`config.mk`:
```
export PLATFORM = sky130hd
export DESIGN_NAME = div_unit
export DESIGN_NICKNAME = d
export VERILOG_FILES = /design/src/rtl/div_pkg.sv /design/src/rtl/div_step.sv /design/src/rtl/div_unit.sv
export SDC_FILE = /design/constraint.sdc
export NUM_CORES = 1
export LEC_CHECK = 0
export ABC_CLOCK_PERIOD_IN_PS = 9700
export CAP_MARGIN = 20
export CORE_MARGIN = 8
export CORE_UTILIZATION = 55
export CTS_CLUSTER_DIAMETER = 50
export DETAILED_ROUTE_END_ITERATION = 6
export PLACE_DENSITY = 0.75
export SYNTH_ARGS = -nofsm -noshare
export SYNTH_HDL_FRONTEND = slang
export SYNTH_SLANG_ARGS = --single-unit
```
`constraint.sdc`:
```
create_clock -name clk -period 9.7 [get_ports clk]
set_input_delay 1.94 -clock clk [delete_from_list [all_inputs] [get_ports clk]]
set_output_delay 1.94 -clock clk [all_outputs]
set_load 0.005 [all_outputs]
```
`src/rtl/div_pkg.sv`:
```
// Shared types and constants for the iterative 32-bit divider.
// Holds the FSM state encoding, the datapath width, the iteration count and a magnitude helper.
package div_pkg;

    localparam int DIV_W    = 32;
    localparam int DIV_ITER = 32;
    localparam int CNT_W    = $clog2(DIV_ITER);

    typedef enum logic [1:0] {
        IDLE = 2'd0,
        CALC = 2'd1,
        FIX  = 2'd2,
        DONE = 2'd3
    } div_state_e;

    // Magnitude of a possibly-signed operand; 0x80000000 maps onto itself,
    // which the unsigned datapath then reads as +2^31.
    function automatic logic [DIV_W-1:0] div_mag(input logic [DIV_W-1:0] v,
                                                 input logic               is_signed);
        return (is_signed && v[DIV_W-1]) ? (~v + 1'b1) : v;
    endfunction

endpackage

```
`src/rtl/div_step.sv`:
```
// One restoring shift-subtract iteration of the divider, purely combinational.
// The quotient register doubles as the dividend shift register: its MSB feeds the remainder.
module div_step
    import div_pkg::*;
(
    input  logic [DIV_W-1:0] i_rem,
    input  logic [DIV_W-1:0] i_quo,
    input  logic [DIV_W-1:0] i_div,
    output logic [DIV_W-1:0] o_rem,
    output logic [DIV_W-1:0] o_quo
);

    logic [DIV_W:0] w_shift;
    logic [DIV_W:0] w_diff;

    assign w_shift = {i_rem, i_quo[DIV_W-1]};
    assign w_diff  = w_shift - {1'b0, i_div};

    // The partial remainder stays below the divisor, so a set top bit of the
    // difference means the trial subtraction borrowed and must be undone.
    always_comb begin
        o_rem = w_shift[DIV_W-1:0];
        o_quo = {i_quo[DIV_W-2:0], 1'b0};
        if (!w_diff[DIV_W]) begin
            o_rem = w_diff[DIV_W-1:0];
            o_quo = {i_quo[DIV_W-2:0], 1'b1};
        end
    end

endmodule

```
`src/rtl/div_unit.sv`:
```
// Multi-cycle signed/unsigned 32-bit divider: IDLE -> CALC (32 steps) -> FIX -> DONE.
// Optional macro DIV_ZERO_DETECT_EN short-circuits a zero divisor straight to DONE with dz set.
module div_unit
    import div_pkg::*;
(
    input  logic             clk,
    input  logic             rst,
    input  logic             start,
    input  logic             is_signed,
    input  logic [DIV_W-1:0] dividend,
    input  logic [DIV_W-1:0] divisor,
    output logic             busy,
    output logic             done,
    output logic [DIV_W-1:0] q,
    output logic [DIV_W-1:0] r,
    output logic             dz
);

    div_state_e       r_state;
    logic [CNT_W-1:0] r_cnt;
    logic [DIV_W-1:0] r_rem;
    logic [DIV_W-1:0] r_quo;
    logic [DIV_W-1:0] r_div;
    logic             r_q_neg;
    logic             r_r_neg;
    logic             r_busy;
    logic             r_done;
    logic [DIV_W-1:0] r_q;
    logic [DIV_W-1:0] r_r;

    logic [DIV_W-1:0] w_rem_next;
    logic [DIV_W-1:0] w_quo_next;
    logic             w_div_zero;

    div_step u_step (
        .i_rem (r_rem),
        .i_quo (r_quo),
        .i_div (r_div),
        .o_rem (w_rem_next),
        .o_quo (w_quo_next)
    );

`ifdef DIV_ZERO_DETECT_EN
    logic r_dz;
    assign w_div_zero = (divisor == '0);
    assign dz         = r_dz;
`else
    assign w_div_zero = 1'b0;
    assign dz         = 1'b0;
`endif

    always_ff @(posedge clk) begin
        if (rst) begin
            r_state <= IDLE;
            r_cnt   <= '0;
            r_rem   <= '0;
            r_quo   <= '0;
            r_div   <= '0;
            r_q_neg <= 1'b0;
            r_r_neg <= 1'b0;
            r_busy  <= 1'b0;
            r_done  <= 1'b0;
            r_q     <= '0;
            r_r     <= '0;
`ifdef DIV_ZERO_DETECT_EN
            r_dz    <= 1'b0;
`endif
        end else begin
            r_done <= 1'b0;
`ifdef DIV_ZERO_DETECT_EN
            r_dz   <= 1'b0;
`endif
            case (r_state)
                IDLE, DONE: begin
                    if (start && w_div_zero) begin
                        r_state <= DONE;
                        r_done  <= 1'b1;
                        r_q     <= '1;
                        r_r     <= dividend;
`ifdef DIV_ZERO_DETECT_EN
                        r_dz    <= 1'b1;
`endif
                    end else if (start) begin
                        r_state <= CALC;
                        r_busy  <= 1'b1;
                        r_cnt   <= '0;
                        r_rem   <= '0;
                        r_quo   <= div_mag(dividend, is_signed);
                        r_div   <= div_mag(divisor, is_signed);
                        r_q_neg <= is_signed && (dividend[DIV_W-1] ^ divisor[DIV_W-1]);
                        r_r_neg <= is_signed && dividend[DIV_W-1];
                    end else begin
                        r_state <= IDLE;
                    end
                end
                CALC: begin
                    r_rem <= w_rem_next;
                    r_quo <= w_quo_next;
                    r_cnt <= r_cnt + 1'b1;
                    if (r_cnt == CNT_W'(DIV_ITER - 1)) begin
                        r_state <= FIX;
                    end
                end
                FIX: begin
                    // Quotient follows the XOR of signs, remainder follows the dividend.
                    r_q     <= r_q_neg ? (~r_quo + 1'b1) : r_quo;
                    r_r     <= r_r_neg ? (~r_rem + 1'b1) : r_rem;
                    r_busy  <= 1'b0;
                    r_done  <= 1'b1;
                    r_state <= DONE;
                end
                default: begin
                    r_state <= IDLE;
                    r_busy  <= 1'b0;
                end
            endcase
        end
    end

    assign busy = r_busy;
    assign done = r_done;
    assign q    = r_q;
    assign r    = r_r;

endmodule

```
# After elaboration in Yosys (flattened, before gate mapping)
# Cells that the tools add are included.
[word_totals]
out_inout_bits = 67
reg_bits = 171
wordCells = 56
[classes]
addsub = 6
bitwise_logic = 5
muxes = 18
eq_ne = 6
n_reduce_logical = 10
[ops]
columns = ["operator", "count"]
rows = [
  ["$mux 32", 7],
  ["$add 32x1->32 const B", 4],
  ["$not 32->32", 4],
  ["$pmux 32 s2", 2],
  ["$sub 33x32->33", 1],
  ["$pmux 5 s2", 1],
  ["$pmux 2 s3", 1],
  ["$reduce_and 2->1", 3],
  ["$add 5x1->5 const B", 1],
  ["$eq 5x5->1 const B", 1],
  ["$mux 5", 1],
  ["$eq 2x2->1 const B", 2],
  ["$mux 1", 4],
  ["$ne 2x2->1 const B", 2],
  ["$reduce_bool 2->1", 2],
  ["$logic_and 1x1->1", 3],
  ["$eq 2x1->1 const B", 1],
  ["$logic_not 2->1", 1],
  ["$mux 2", 1],
  ["$pmux 1 s2", 1],
  ["$reduce_or 2->1", 1],
  ["$xor 1x1->1", 1],
]

# Logic depth before layout (Yosys ltp)
# Gate-level depths: netlist (run 1).
[logic_depth]
word_depth = 5
mapped_depth = 14
depth_no_buf = 13

# By module
# A second synthesis (run 1) with hierarchy kept.
[hier_totals]
cells_unflattened = 1495
area_unflattened_um2 = 11902.7
[modules_own_cells]
columns = ["mod", "area_per_inst_um2", "cells_each", "seq_area_each_um2", "instances"]
rows = [
  ["div_unit", 9303.9, 1158, 3423.3, 1],
  ["div_step", 2598.7, 337, 0.0, 1],
]

# Worst setup path before layout (run 1)
# No wires, ideal clock.
[synth_timing]
path_kind = "input-to-reg"
start = "in divisor[0]"
end = "reg r_div[25]"
setup_time_ns = 0.086
path_buffers = 0
cell_stages = 9
setup_slack_ns = 5.642
t_arrival_ns = 3.972
path_cell_list = "or3_4 > nor4_4 > nand2_1 > or4_4 > nand2b_1 > or2_4 > o31ai_1 > xor2_1 > a211oi_1"
[synth_via]
elab_chain_cells = 3
[synth_lines]
columns = ["element", "line", "source"]
rows = [
  ["start: declaration", "div_unit.sv:11", "input logic [DIV_W-1:0] divisor,"],
  ["$not 32->32", "div_pkg.sv:20", "return (is_signed && v[DIV_W-1]) ? (~v + 1'b1) : v;"],
  ["$add 32x1->32", "div_pkg.sv:20", ""],
  ["$mux 32", "div_pkg.sv:20", ""],
  ["end signal: assignment", "div_unit.sv:89", "r_div <= div_mag(divisor, is_signed);"],
  ["end: declaration", "div_unit.sv:23", "logic [DIV_W-1:0] r_div;"],
]
# Every way passes these cells.
# A chain may end at the register's enable or synchronous reset.

# Final worst setup path (run 1)
[layout_timing]
start = "in divisor[0]"
end = "reg r_div[28]"
# The elaborated chain is that of the path after synthesis.

==> out/summary.txt, run 1 <==
CTS HTree Levels: 4
Resize count post-CTS: 0
Fin Clk Skew: 0.00874 ns
Worst R2R Path Depth: 12
DRC: 0
post-synthesis instance total: 1341
latest clock arrival within the worst-skew pair: 0.43 ns
port bufs: 133
Max Cap Viol: 0
CP Launch Point: divisor[0]
Worst Path Required: 10.04 ns
Stages on worst setup path: 12
CP startpoint kind: input port
Synth area leaders: dfxtp_1 (32%), xor2_1 (7.6%), nor2_1 (6.4%)
R2R Path Start: r_rem[0]
Worst Setup Slack, final: 5.13 ns
Vias: 9579
Max Buffers Root-to-Sink: 2
maximum clock rate: 219 MHz
Core Rows: 50
M2 GR Usage: 29.3%
Slew HR: 29.4%
Post-synth EDFFs: 0
# nets final: 1532
post-route insts no fill: 1670
register share of total power: 34.2%
Yosys cell types: 69
Critical Path End: r_div[28]
initial antenna violation count: 0
NetSw: 1220 uW
Final Hold Fails: 0
most frequent cells in the layout: nor2_1 (179), dfxtp_1 (171), nand2_1 (149), clkdlybuf4s50_1 (132), xor2_1 (91)
mapped cell area: 10500 um2
die area: 23800 um2
crit-path max FO: 5
Ys Warns: 0
WL/cell: 15.8 um
CTS Buf Count: 17
pin count of the biggest net entering global routing: 81
measured slew at the worst slew-check pin: 1.06 ns
register area share after synthesis: 32.5%
layout cells sized above 1: 4.74%
WS Path Type: in2reg
first-pass GRT wire length: 43900 um
1st-iter DRT viols: 763
Final Max Slew Viols: 0
clk slew on worst S/H paths: 0.07 ns
area delta synth->final: 19.4%
syn nets: 1450
Placed Cells: 1636
P_leak: 0.00472 uW
Initial Utilization: 56.1%
type of the most critical hold path: reg2reg
n_diodes: 0
CTS tree: yes
switching share of power: 39.0%
Crit path max-delay family: simple AND/OR/NAND/NOR gates
grt total ovfl: 0
die height: 154 um
final wirelength: 26500 um
WP buf/inv: 2
syn_area_per_cell: 7.86 um2
slowest CP cell: nor4_1
final count of negative-setup-slack endpoints: 0
peak supply drop: 0.000134 V
Most common cell on crit path: nand2_1
Yosys top cell area share: 32.5%
vias in the first global route: 8668
met1 Use GR: 34.6%
Final TNS setup: 0 ns
FFs w/ async S/R, synth: 0%
ys flop type: dfxtp_1
vias per cell: 5.74
CP Cell Sequence: clkdlybuf4s50_1 -> inv_1 -> ha_1 -> nand2_1 -> nor3_1 -> nand2_1 -> nor4_1 -> nand2_1 -> nor3_1 -> a31oi_1 -> xnor2_1 -> a211oi_1
Setup Buffers After CTS: 0
core area: 18800 um2
Synth Register Bits: 171
Tot GR Track Use: 22.0%
critical path's largest stage delay: 0.51 ns
CTS Hold Bufs: 0
drt pass-1 iters: 5
most common library cell in the layout ignoring fill and taps: nor2_1
Place WS: 4.74 ns
GP Congestion: 0.932
post-layout min period: 4.57 ns
status: completed
Top Usage Layer GRT: met1
clock network power share: 21.8%
crit end category: flop
combinational power share: 44.0%
Die X: 154 um
final critical-path share of the clock period: 47.1%
Power Total: 3140 uW
dominant cell type by area after synthesis: dfxtp_1
# IOs: 135
RSZ-0062 raised after global routing: false
Routed Antenna Nets: 0
GRT met3 Usage: 4.74%
pwr/cell area: 250 nW/um2
clk root buf: clkbuf_16
WP data arrival: 4.91 ns
RR Endpoint: r_rem[23]
Detail Placement HPWL: 19700 um
CTS Sinks: 171
r2r setup slk: 5.70 ns
Power Internal: 1920 uW
-- worst reg2reg max path: cells and delay by family, from the launching register on --
family          cells  cell delay (ns)
buf+inv             1             0.20
fa+ha+maj           1             0.48
mux                 1             0.82
compound gates      8             1.66
flops               1             0.60
simple gates        1             0.17
-- cell usage after synthesis, drive strengths merged (12+ instances only) --
cell type,instances
dfxtp,171
nand2,149
xnor2,52
a21oi,91
inv,58
or3,18
o41ai,12
ha,40
o31ai,33
a221o,28
nand3,14
buf,14
a211oi,87
clkbuf,64
nor3,26
nor2,180
o21ai,68
xor2,91
-- cell type report --
cell class / count / area, um2
Multi-Input combinational cell: 1033 / 6620
Fill cell: 1614 / 6190
Sequential cell: 171 / 3420
Timing Repair Buffer: 141 / 1420
Clock buffer: 21 / 450
Tap cell: 234 / 293
Inverter: 59 / 221
Clock inverter: 11 / 145
-- worst min path at each step --
stage | from | to | slack [ns] | cells past startpoint
2_1_floorplan | r_cnt[4] | r_cnt[4] | 0.44 | 2
3_3_place_gp | r_cnt[4] | r_cnt[4] | 0.45 | 2
3_5_place_dp | r_div[31] | r_div[31] | 0.45 | 2
4_1_cts | r_div[31] | r_div[31] | 0.46 | 2
5_1_grt | r_cnt[4] | r_cnt[4] | 0.48 | 2
6_report | r_div[31] | r_div[31] | 0.46 | 2
-- registers in the layout, summed over array words and instances (netlist names) --
register / count
busy: 1
done: 1
q: 32
r: 32
r_cnt: 5
r_div: 32
r_q_neg: 1
r_quo: 32
r_r_neg: 1
r_rem: 32
r_state: 2
-- per-layer routing --
metal / share of wire (%) / wire length [um] / vias to the layer above
li1: - / - / 4931
met5: 0 / 0 / -
met4: 0.84 / 221 / 0
met1: 53 / 14200 / 4340
met2: 38 / 10100 / 289
met3: 7.5 / 1970 / 19
-- kinds of logic (layout without fill, tap and decap cells) --
group	after synthesis	in the layout	synth area share, %
AO/OA/AOI/OAI	384	384	24.9
XOR/XNOR	143	143	11.9
adder cells (fa/ha/maj)	41	41	4.94
buffers and inverters	137	232	4.98
flip-flops	171	171	32.5
multiplexers	9	9	0.855
other	1	1	0.0356
AND/OR/NAND/NOR	455	455	19.9
-- power groups by stage --
stage / Combinational (uW) / Clock (uW) / Sequential [uW]
after floorplan: 926 / 0 / 1040
after global placement: 1340 / 0 / 1080
after detailed placement: 1350 / 0 / 1090
after CTS: 1360 / 692 / 1080
after global routing: 1540 / 725 / 1100
final: 1380 / 684 / 1070
-- through the flow --
step / hold WS [ns] / util (%) / cell area (um2)
finish: 0.458 / 67.0 / 12600
global route: 0.482 / 67.0 / 12600
CTS: 0.462 / 66.7 / 12500
detailed placement: 0.453 / 63.6 / 11900
global placement: 0.446 / 63.6 / 11900
floorplan: 0.436 / - / 10500
Power figures use the tool's default switching activity.
==> run 2: changes to the inputs <==
ABC_CLOCK_PERIOD_IN_PS = 4000   (was 9700)
CORE_UTILIZATION = 51   (was 55)
PLACE_DENSITY = 0.73   (was 0.75)
clock period = 4 ns   (was 9.7 ns; I/O delays follow)
==> run 2 against run 1 <==
Net effect:
- sequential power increased by 140%
- critical path depth rose by 2
- utilization down 4.4 points
- cell area rose by 0.68%
- die area rose by 7.0%
- wire length increased by 2.5%
- via count rose by 0.71%
- global-route usage decreased by 1.1 points
- flip-flop and latch count unchanged
- final cell count increased by 2.6%
- critical path type is now reg2reg
- critical endpoint is now r_rem[13]
- largest cell class unchanged
- largest power group unchanged
==> out/summary.txt, run 2 (synthesis results as in run 1) <==
Core Rows: 52 (+4.0%)
layout cells sized above 1: 5.47% (+0.74 points)
peak supply drop: 0.000308 V (+130%)
status: completed
CTS HTree Levels: 4 (unchanged)
CP Cell Sequence: inv_1 -> ha_1 -> fa_1 -> nand2b_1 -> a21oi_1 -> o21ai_0 -> a21oi_1 -> o2111ai_1 -> a31o_2 -> a21oi_4 -> o21ba_2 -> buf_12 -> nor2_1 -> a221o_1
CTS tree: yes
Worst Setup Slack, final: 0.479 ns (-4.65 ns)
CTS Hold Bufs: 0 (unchanged)
final count of negative-setup-slack endpoints: 0 (unchanged)
CTS Buf Count: 17 (unchanged)
Resize count post-CTS: 0 (unchanged)
Final TNS setup: 0 ns (unchanged)
most common library cell in the layout ignoring fill and taps: nor2_1
Power Total: 7550 uW (+140%)
die height: 160 um (+3.4%)
RSZ-0062 raised after global routing: false
final wirelength: 27100 um (+2.5%)
Slew HR: 35.5% (+6.1 points)
Initial Utilization: 52.1% (-4.1 points)
DRC: 0 (unchanged)
crit end category: flop
core area: 20200 um2 (+7.8%)
GP Congestion: 0.852 (-8.6%)
Setup Buffers After CTS: 0 (unchanged)
Place WS: 0.224 ns (-4.52 ns)
Max Cap Viol: 0 (unchanged)
Max Buffers Root-to-Sink: 2 (unchanged)
clk slew on worst S/H paths: 0.07 ns (about the same)
pwr/cell area: 596 nW/um2 (+140%)
n_diodes: 0 (unchanged)
Crit path max-delay family: compound AO/OA/AOI/OAI gates
Fin Clk Skew: 0.00858 ns (-0.000162 ns)
final critical-path share of the clock period: 88.0%
drt pass-1 iters: 7 (+2)
WP data arrival: 3.84 ns (-1.07 ns)
vias per cell: 5.63 (-1.9%)
WP buf/inv: 2 (unchanged)
pin count of the biggest net entering global routing: 82 (+1.2%)
vias in the first global route: 8697 (+0.33%)
CP startpoint kind: flop
grt total ovfl: 0 (unchanged)
P_leak: 0.00475 uW (+0.72%)
port bufs: 133 (unchanged)
WS Path Type: reg2reg
slowest CP cell: fa_1
area delta synth->final: 20.2%
Final Hold Fails: 0 (unchanged)
post-layout min period: 3.52 ns
Final Max Slew Viols: 0 (unchanged)
Most common cell on crit path: a21oi_1
measured slew at the worst slew-check pin: 0.966 ns (-0.0912 ns)
maximum clock rate: 284 MHz
most frequent cells in the layout: nor2_1 (179), dfxtp_1 (171), nand2_1 (149), clkdlybuf4s50_1 (132), xor2_1 (91)
initial antenna violation count: 0 (unchanged)
first-pass GRT wire length: 44700 um (+1.8%)
Routed Antenna Nets: 0 (unchanged)
# IOs: 135 (unchanged)
Die X: 160 um (+3.4%)
clk root buf: clkbuf_16
CTS Sinks: 171 (unchanged)
WL/cell: 15.8 um (-0.18%)
critical path's largest stage delay: 0.40 ns (-0.11 ns)
Vias: 9647 (+0.71%)
Worst Path Required: 4.31 ns (-5.73 ns)
crit-path max FO: 31 (+26)
latest clock arrival within the worst-skew pair: 0.43 ns (about the same)
Detail Placement HPWL: 20300 um (+3.3%)
die area: 25500 um2 (+7.0%)
# nets final: 1540 (+0.52%)
1st-iter DRT viols: 677 (-11%)
type of the most critical hold path: reg2reg
Tot GR Track Use: 20.9% (-1.1 points)
run 2: final timing paths:
check / from / end / slack [ns] / cells past startpoint
hold / removal: r_div[31] / r_div[31] / 0.47 / 2
hold reg to reg: r_div[31] / r_div[31] / 0.47 / 2
setup / recovery: r_quo[31] / r_rem[13] / 0.48 / 14
setup reg to reg: r_quo[31] / r_rem[13] / 0.48 / 14
run 2: final cells by class:
cell class / count / area, um2
fill: 1794 / 7570
inverter: 59 / 221
multi-input combinational: 1033 / 6610
timing repair buffer: 149 / 1490
sequential: 171 / 3420
clock buffer: 19 / 453
clock inverter: 13 / 119
tap: 270 / 338
run 2: per-stage QoR:
stage               hold WS, ns  utilization (%)  cell area, um2  std cells
global placement          0.444             59.6           12100       1681
finish                    0.465             62.6           12700       1714
detailed placement        0.460             59.6           12100       1681
floorplan                 0.436                -           10500       1341
global route              0.476             62.6           12700       1714
CTS                       0.469             62.4           12600       1713
run 2: routing by layer:
metal,vias to the layer above,GRT usage [%],wire length (um)
li1,4960,-,-
met1,4383,32.6,14500
met2,281,28.3,10600
met3,23,3.98,1700
met4,0,5.19,273
met5,-,0,0
run 2: tightest hold or removal path, stage by stage (launching register included):
cell and delay, ns:
dfxtp_1 0.31, nand2_1 0.06, a21oi_1 0.06
run 2: power breakdown:
group / switching [uW] / internal [uW] / total (uW)
Combinational: 1890 / 1480 / 3370
Clock: 702 / 892 / 1590
Sequential: 410 / 2180 / 2590
Total: 3000 / 4550 / 7550
==> run 3: changes to the inputs <==
CORE_UTILIZATION = 52   (was 51)
PLACE_DENSITY = 0.74   (was 0.73)
SYNTH_HIERARCHICAL = 1   (was not set)
==> run 3 against run 2 <==
Net effect:
- non-clock buffer count increased by 10
- cell area increased by 8.0%
- setup slack got worse by 0.13 ns
- wire length increased by 24%
- die area increased by 9.7%
- first-iteration DRC count increased by 91%
- critical endpoint is now r_rem[14]
- flip-flop and latch count unchanged
- sequential share of layout area decreased by 2.0 points
- power increased by 3.9%
- hold slack got worse by 0.0017 ns
==> out/summary.txt, run 3 <==
status: completed
initial antenna violation count: 0 (unchanged)
R2R Path Start: r_rem[0]
most common library cell in the layout ignoring fill and taps: dfxtp_1
port bufs: 133 (unchanged)
Final Hold Fails: 0 (unchanged)
post-layout min period: 3.65 ns (+0.131 ns)
vias per cell: 6.21 (+10%)
Final TNS setup: 0 ns (unchanged)
n_diodes: 0 (unchanged)
Resize count post-CTS: 0 (unchanged)
Ys Warns: 6 (+6)
Final Core Density: 60.6% (-2.0 points)
final hold slack: 0.463 ns (-0.00169 ns)
most common cell in the netlist: dfxtp_1
Yosys cell types: 97 (+41%)
vias in the first global route: 10400 (+19%)
GP Congestion: 0.946 (+11%)
Core Rows: 55 (+5.8%)
CTS Sinks: 171 (unchanged)
first-pass GRT wire length: 55400 um (+24%)
clk slew on worst S/H paths: 0.07 ns (about the same)
# IOs: 135 (unchanged)
Vias: 11400 (+18%)
area delta synth->final: 14.9%
P_leak: 0.00509 uW (+7.2%)
maximum clock rate: 274 MHz (-3.6%)
die area: 28000 um2 (+9.7%)
type of the most critical hold path: reg2reg
Routed Antenna Nets: 0 (unchanged)
drt pass-1 iters: 5 (-2)
WS Path Type: reg2reg
Max Buffers Root-to-Sink: 2 (unchanged)
Fin Clk Skew: 0.0121 ns (+0.00354 ns)
Initial Utilization: 52.7% (+0.67 points)
grt total ovfl: 0 (unchanged)
Final Max Slew Viols: 0 (unchanged)
CTS Hold Bufs: 0 (unchanged)
ys flop type: dfxtp_1
Setup Buffers After CTS: 0 (unchanged)
syn_area_per_cell: 7.96 um2 (+1.3%)
Yosys top cell area share: 28.8% (-3.7 points)
DRC: 0 (unchanged)
die height: 167 um (+4.7%)
measured slew at the worst slew-check pin: 1.10 ns (+0.132 ns)
CTS tree: yes
Detail Placement HPWL: 24900 um (+22%)
peak supply drop: 0.000351 V (+14%)
WP data arrival: 3.93 ns (+0.09 ns)
syn nets: 1604 (+11%)
synth cell count leaders: dfxtp_1 (171), nor2_1 (124), nand2_1 (105), a21oi_1 (98), o21ai_0 (77)
Die X: 167 um (+4.7%)
Synth Register Bits: 171 (unchanged)
core area: 22600 um2 (+12%)
clk root buf: clkbuf_16
Slew HR: 26.7% (-8.8 points)
final count of negative-setup-slack endpoints: 0 (unchanged)
dominant cell type by area after synthesis: dfxtp_1
register area share after synthesis: 28.8% (-3.7 points)
latest clock arrival within the worst-skew pair: 0.43 ns (about the same)
CP startpoint kind: flop
final critical-path share of the clock period: 91.3% (+3.3 points)
Post-synth EDFFs: 0 (unchanged)
crit end category: flop
Worst Path Required: 4.28 ns (-0.03 ns)
FFs w/ async S/R, synth: 0% (unchanged)
Synth area leaders: dfxtp_1 (29%), xor2_1 (5.2%), a211oi_1 (4.6%)
WL/cell: 18.3 um (+16%)
crit-path max FO: 24 (-23%)
pwr/cell area: 574 nW/um2 (-3.8%)
final wirelength: 33700 um (+24%)
most frequent cells in the layout: dfxtp_1 (171), clkdlybuf4s50_1 (132), nor2_1 (124), nand2_1 (105), a21oi_1 (98)
mapped cell area: 11900 um2 (+13%)
post-synthesis instance total: 1495 (+11%)
CTS HTree Levels: 4 (unchanged)
CTS Buf Count: 17 (unchanged)
1st-iter DRT viols: 1296 (+91%)
layout cells sized above 1: 7.65% (+2.2 points)
Tot GR Track Use: 23.6% (+2.7 points)
CP Launch Point: r_rem[0]
Worst Hold Launch: q[21]
# nets final: 1652 (+7.3%)
RSZ-0062 raised after global routing: false
Max Cap Viol: 0 (unchanged)
pin count of the biggest net entering global routing: 76 (-7.3%)
## run 3: cell types whose count changed after synthesis, moves of 15 or more
cell	before	now
xor2_1	91	71
nand4_1	4	19
nand2_1	149	105
a31oi_1	8	27
nand3_1	13	73
or3_1	16	36
nor2_1	180	124
buf_4	1	35
mux2_4	0	19
a221o_1	28	1
## run 3: stage by stage
stage	setup WS [ns]	area (um2)	std cells	total power, uW
floorplan	0.589	11900	1495	5120
global placement	0.486	13100	1809	6120
detailed placement	0.374	13100	1809	6160
CTS	0.363	13700	1841	7820
global route	0.0971	13700	1841	8370
finish	0.348	13700	1841	7840
## run 3: worst paths after layout
check | to | slack [ns] | cells past startpoint
worst max-delay path | r_rem[14] | 0.35 | 14
worst min-delay path | q[21] | 0.46 | 2
worst max register to register | r_rem[14] | 0.35 | 14
worst min register to register | q[21] | 0.46 | 2
## run 3: cell type report
class | instances | area [um2]
Fill cell | 2067 | 8900
Clock inverter | 13 | 133
Multi-Input combinational cell | 1137 | 7570
Sequential cell | 171 | 3420
Tap cell | 285 | 357
Inverter | 57 | 221
Timing Repair Buffer | 159 | 1520
Clock buffer | 19 | 443
## run 3: critical path, stage by stage (launching register included)
cell       delay [ns]
dfxtp_1          0.45
inv_1            0.10
fa_1             0.45
and2b_1          0.25
o2111ai_2        0.14
a21oi_2          0.21
o2111ai_1        0.21
a211oi_2         0.34
nor2_4           0.10
mux2i_4          0.34
and2_4           0.31
inv_8            0.12
mux2_4           0.31
nand3_1          0.09
a21oi_1          0.07
## run 3: cell families (layout without fill, tap and decap cells)
group	Yosys count	after routing	synth area share, %
flops	171	171	28.8
simple gates	511	511	22.0
xor+xnor	114	114	8.39
other cells	1	1	0.0315
compound gates	424	424	23.7
mux	46	46	4.82
fa+ha+maj	41	41	4.37
buf+inv	187	248	7.86
## run 3: report_power, final
group,switching [uW],total (uW),leakage (uW),internal [uW]
logic,2150,3630,0.00342,1480
clock network,750,1640,0.000274,890
registers,450,2580,0.00140,2130
total,3350,7840,0.00509,4500
## run 3: routing by layer
metal | GRT usage [%] | wire [um]
met1 | 35.6 | 16400
met2 | 33.3 | 13800
met3 | 4.49 | 3010
met4 | 6.44 | 450
met5 | 0 | 0
